`config.mk`:
```
export PLATFORM = sky130hd
export DESIGN_NAME = truth_table_sweeper
export DESIGN_NICKNAME = d
export VERILOG_FILES = /design/src/rtl/truth_table_sweeper.sv
export SDC_FILE = /design/constraint.sdc
export NUM_CORES = 1
export LEC_CHECK = 0
export BUFFER_PORTS_ARGS = -buffer_cell sky130_fd_sc_hd__buf_4
export CAP_MARGIN = 20
export CORE_MARGIN = 4
export CORE_UTILIZATION = 53
export CTS_CLUSTER_DIAMETER = 50
export DETAILED_ROUTE_END_ITERATION = 8
export GPL_TIMING_DRIVEN = 0
export HOLD_SLACK_MARGIN = 0.05
export PLACE_DENSITY = 0.88
export SYNTH_ARGS = -nofsm -noshare
export SYNTH_HDL_FRONTEND = slang
export SYNTH_SLANG_ARGS = --single-unit
export TNS_END_PERCENT = 20
```
`constraint.sdc`:
```
create_clock -name clk -period 3.6 [get_ports clk]
set_input_delay 0.54 -clock clk [delete_from_list [all_inputs] [get_ports clk]]
set_output_delay 0.54 -clock clk [all_outputs]
set_load 0.01 [all_outputs]
```
`src/rtl/truth_table_sweeper.sv`:
```
// Steps the select lines of a small combinational block through every input
// combination, records its output and compares the measured truth table with an expected one.
module truth_table_sweeper #(
  parameter int N_VAR  = 3,
  parameter int SETTLE = 1
) (
  input  logic                    clk,
  input  logic                    rst_n,
  input  logic                    i_start,
  input  logic                    i_abort,
  input  logic [(2**N_VAR)-1:0]   i_expected,
  input  logic                    i_y_dut,
  output logic [N_VAR-1:0]        o_sel,
  output logic                    o_busy,
  output logic                    o_done,
  output logic                    o_pass,
  output logic [(2**N_VAR)-1:0]   o_table,
  output logic [N_VAR:0]          o_mismatch_count,
  output logic [N_VAR-1:0]        o_first_fail,
  output logic                    o_first_fail_valid
);

  localparam int TBL_W = 2**N_VAR;
  localparam int CNT_W = (SETTLE > 1) ? $clog2(SETTLE) : 1;
  localparam logic [CNT_W-1:0] SETTLE_LOAD = CNT_W'((SETTLE > 0) ? (SETTLE - 1) : 0);
  localparam logic [N_VAR-1:0] LAST_IDX    = {N_VAR{1'b1}};

  typedef enum logic [1:0] {
    S_IDLE   = 2'd0,
    S_SETTLE = 2'd1,
    S_SAMPLE = 2'd2,
    S_FINISH = 2'd3
  } state_t;

  // With no settle time a freshly driven index is sampled on the very next edge.
  localparam state_t DRIVE_NEXT = (SETTLE == 0) ? S_SAMPLE : S_SETTLE;

  state_t             r_state;
  logic [CNT_W-1:0]   r_cnt;
  logic [N_VAR-1:0]   r_sel;
  logic [TBL_W-1:0]   r_expected;
  logic [TBL_W-1:0]   r_table;
  logic [N_VAR:0]     r_mismatch;
  logic [N_VAR-1:0]   r_first_fail;
  logic               r_first_fail_valid;
  logic               r_busy;
  logic               r_done;
  logic               r_pass;

  logic               w_miss;
  logic               w_last;

  assign w_miss = i_y_dut ^ r_expected[r_sel];
  assign w_last = (r_sel == LAST_IDX);

  // Sweep sequencer: drives sel, captures y_dut and accumulates the comparison result.
  always_ff @(posedge clk or negedge rst_n) begin
    if (!rst_n) begin
      r_state            <= S_IDLE;
      r_cnt              <= {CNT_W{1'b0}};
      r_sel              <= {N_VAR{1'b0}};
      r_expected         <= {TBL_W{1'b0}};
      r_table            <= {TBL_W{1'b0}};
      r_mismatch         <= {(N_VAR+1){1'b0}};
      r_first_fail       <= {N_VAR{1'b0}};
      r_first_fail_valid <= 1'b0;
      r_busy             <= 1'b0;
      r_done             <= 1'b0;
      r_pass             <= 1'b0;
    end else begin
      r_done <= 1'b0;
      case (r_state)
        S_IDLE: begin
          if (i_start) begin
            r_expected         <= i_expected;
            r_table            <= {TBL_W{1'b0}};
            r_mismatch         <= {(N_VAR+1){1'b0}};
            r_first_fail       <= {N_VAR{1'b0}};
            r_first_fail_valid <= 1'b0;
            r_pass             <= 1'b0;
            r_sel              <= {N_VAR{1'b0}};
            r_busy             <= 1'b1;
            r_cnt              <= SETTLE_LOAD;
            r_state            <= DRIVE_NEXT;
          end
        end
        S_SETTLE: begin
          if (i_abort) begin
            r_state <= S_IDLE;
            r_busy  <= 1'b0;
            r_sel   <= {N_VAR{1'b0}};
            r_pass  <= 1'b0;
          end else if (r_cnt == {CNT_W{1'b0}}) begin
            r_state <= S_SAMPLE;
          end else begin
            r_cnt <= r_cnt - CNT_W'(1'b1);
          end
        end
        S_SAMPLE: begin
          // Abort wins over the capture scheduled for this edge.
          if (i_abort) begin
            r_state <= S_IDLE;
            r_busy  <= 1'b0;
            r_sel   <= {N_VAR{1'b0}};
            r_pass  <= 1'b0;
          end else begin
            r_table[r_sel] <= i_y_dut;
            if (w_miss) begin
              r_mismatch <= r_mismatch + (N_VAR+1)'(1'b1);
              if (!r_first_fail_valid) begin
                r_first_fail       <= r_sel;
                r_first_fail_valid <= 1'b1;
              end
            end
            if (!w_last) begin
              r_sel   <= r_sel + N_VAR'(1'b1);
              r_cnt   <= SETTLE_LOAD;
              r_state <= DRIVE_NEXT;
            end else begin
              r_state <= S_FINISH;
            end
          end
        end
        S_FINISH: begin
          r_done  <= 1'b1;
          r_busy  <= 1'b0;
          r_pass  <= (r_mismatch == {(N_VAR+1){1'b0}});
          r_sel   <= {N_VAR{1'b0}};
          r_state <= S_IDLE;
        end
        default: begin
          r_state <= S_IDLE;
          r_busy  <= 1'b0;
          r_sel   <= {N_VAR{1'b0}};
        end
      endcase
    end
  end

  assign o_sel              = r_sel;
  assign o_busy             = r_busy;
  assign o_done             = r_done;
  assign o_pass             = r_pass;
  assign o_table            = r_table;
  assign o_mismatch_count   = r_mismatch;
  assign o_first_fail       = r_first_fail;
  assign o_first_fail_valid = r_first_fail_valid;

endmodule

```
==> results.json <==
{
  "outcome": "finished clean",
  "drv_cap": 0,
  "fin_nets": 214,
  "dr.pass1.iters": 4,
  "fin_area_um2": 1973,
  "cts-root-buf": "clkbuf_4",
  "cp-end-kind": "register",
  "synth_warnings": 0,
  "critical_path_class": "register to register",
  "worstSetupStartpointType": "register",
  "power_density_nw_per_um2": 609.7,
  "ys_ff_latch": 32,
  "dp_hpwl_um": 2632,
  "die_h_um": 63.29,
  "ant_nets": 0,
  "routedWlPerCell_um": 15.60,
  "synthTopCellsByArea": "dfrtp_1 (49%), ha_1 (6.2%), mux2_2 (5.6%)",
  "n_antenna_cell": 0,
  "fp.dieW_um": 63.29,
  "antenna_found_initial": 0,
  "design.portCount": 35,
  "setup_viol": 0,
  "clkTransAtPathRegs_ns": 0.10,
  "h-tree-depth": 2,
  "slew_violations": 0,
  "cts_sinks": 32,
  "gr-total-overflow": 0,
  "grt_pass1_wl_um": 6003,
  "max_freq_mhz": 461.7,
  "clock_latency_ns": 0.34,
  "netlist_area_um2": 1620,
  "drive_above_1_share": 0.2732,
  "critPathMaxFanout": 10,
  "initial_core_util": 0.5728,
  "reg2reg_slack_ns": 1.43,
  "r2r-start": "r_state[0]",
  "relSlewSlack": 0.6089,
  "drt-total-wl_um": 3509,
  "place_area_um2": 1914,
  "ff2ff_path_depth": 7,
  "cts_buffer_depth": 2,
  "syn_avg_cell_area_um2": 10.66,
  "synthToLayoutAreaGrowth_pct": 21.78,
  "crit_arrival_ns": 2.42,
  "tns_ns": 0,
  "first_global_vias": 1359,
  "required_ns": 3.85,
  "grt_use_total": 0.1891,
  "numCtsBuffers": 5,
  "grt_max_degree": 33,
  "synth_cell_type_count": 31,
  "coreArea_um2": 2829,
  "p_int_uw": 753.4,
  "cts_tree": "yes",
  "vias_per_cell": 5.720,
  "synthesis.nets": 173,
  "worst_pin_slew_ns": 0.5806,
  "ir_drop_mv": 0.4095,
  "cts_setup_buffers": 0,
  "hold_path.class": "input pin to asynchronous set/reset pin",
  "hold_viol_final": 0,
  "power.switching_uw": 449.7,
  "drc": 0,
  "post_cts_resized": 0,
  "clock_power_share": 0.182,
  "p_leak_nw": 0.9196,
  "gp_congestion": 0.7976,
  "io_buffers": 34,
  "rsz0062_at_grt": "no",
  "yosysTopAreaCell": "dfrtp_1",
  "syn_inst": 152,
  "seqPwrFrac": 0.410,
  "pwr-share-comb": 0.408,
  "post-route-min-period_ns": 2.166,
  "sw_frac_of_total": 0.3738,
  "row_count": 19,
  "fin_crit_sh": 0.6017,
  "cts_hold_buf": 0,
  "synth_top_area_frac": 0.4942,
  "dr_total_vias": 1287,
  "yosysSeqAreaShare": 0.4942,
  "drtIter0Drc": 42,
  "skew_ns": 0.01133,
  "r2r-end": "o_table[1]",
  "die-area_um2": 4006
}
==> stage by stage <==
step	power, mW	utilization	hold WS (ns)	setup WS, ns	cells
after global routing	1.285	0.6975	0.1510	1.223	225
after global placement	0.9514	0.6767	0.4760	1.552	217
after floorplan	0.8312	-	0.2444	1.617	152
final	1.203	0.6975	0.1162	1.434	225
after CTS	1.201	0.6975	0.1329	1.476	225
after detailed placement	0.9863	0.6767	0.4873	1.481	217
==> per-layer routing <==
layer	routed length [um]	GRT usage
met1	1462	0.2231
met2	1750	0.3215
met3	239	0.04796
met4	56	0.08895
met5	0	0
==> critical path, cell delays in order, from the launching register on <==
cell	delay [ns]
dfrtp_1	0.39
inv_1	0.09
ha_1	0.29
nor2b_1	0.16
o21ai_0	0.47
clkbuf_1	0.42
o21ai_0	0.18
o31ai_1	0.09
==> cell usage in the layout (no fill, tap or decap) <==
cell,netlist,routed
o32ai_1,1,1
a21o_1,1,1
nand2_1,8,8
or3_4,1,1
nand4bb_1,1,1
mux2i_1,5,5
xor2_2,1,1
o32ai_2,1,1
nand2b_1,5,5
nor3_1,3,3
dfrtp_1,32,32
ha_1,8,8
o21ai_0,17,17
inv_1,10,10
nor4_1,1,1
mux2_2,8,8
nand3b_1,3,3
a21oi_1,6,6
clkbuf_8,0,1
buf_6,1,1
buf_4,0,34
nand3_1,4,4
xor2_1,1,1
nor2_1,10,10
nor2b_1,5,5
o31ai_1,3,3
clkbuf_4,0,5
mux4_2,1,1
clkbuf_1,5,7
o22a_1,2,2
a22o_1,3,3
o211ai_1,2,2
o22ai_1,2,2
a31oi_1,1,1
==> cell families (layout without fill, tap and decap cells) <==
| kind of cell | Yosys count | in the layout | share of synthesized area |
|---|---|---|---|
| xor gates and xnor gates | 2 | 2 | 0.01545 |
| and+or+nand+nor | 41 | 41 | 0.1336 |
| buffers and inverters | 16 | 58 | 0.04170 |
| adders and majority gates | 8 | 8 | 0.06178 |
| AOI/OAI and AO/OA | 39 | 39 | 0.1529 |
| DFF | 32 | 32 | 0.4942 |
| muxes | 14 | 14 | 0.1004 |
==> power by group through the flow <==
stage,clock network [mW],registers [mW],logic (mW)
detailed placement,0,0.500,0.486
finish,0.219,0.493,0.491
global placement,0,0.493,0.458
CTS,0.221,0.492,0.488
floorplan,0,0.500,0.332
global route,0.240,0.502,0.543
==> worst max path at each step <==
stage,start,to,slack [ns],cells after the start
after floorplan,o_sel[0],o_mismatch_count[2],1.62,6
after global placement,o_sel[0],o_mismatch_count[2],1.55,6
after detailed placement,r_state[0],o_table[1],1.48,7
after CTS,o_sel[0],o_mismatch_count[2],1.48,6
after global routing,r_state[0],o_table[2],1.22,7
final,r_state[0],o_table[1],1.43,7
==> sequential cells by signal, indices dropped and copies added (netlist names) <==
name,flops
o_done,1
o_table,8
o_pass,1
o_busy,1
o_first_fail,3
o_sel,3
r_expected,8
o_mismatch_count,4
r_state,2
o_first_fail_valid,1
==> area by class of cell <==
type	count	area [um2]
fill	217	855.8
clock buffer	8	58.81
sequential	32	800.8
timing repair buffer	34	255.2
inverter	10	37.54
tap	31	38.79
buffer	6	30.03
multi-input combinational	104	752.0
==> Yosys cell counts <==
cell,n
a21o_1,1
a21oi_1,6
a22o_1,3
a31oi_1,1
buf_6,1
clkbuf_1,5
dfrtp_1,32
ha_1,8
inv_1,10
mux2_2,8
mux2i_1,5
mux4_2,1
nand2_1,8
nand2b_1,5
nand3_1,4
nand3b_1,3
nand4bb_1,1
nor2_1,10
nor2b_1,5
nor3_1,3
nor4_1,1
o211ai_1,2
o21ai_0,17
o22a_1,2
o22ai_1,2
o31ai_1,3
o32ai_1,1
o32ai_2,1
or3_4,1
xor2_1,1
xor2_2,1
No activity file was read; power rests on OpenSTA's default activity.
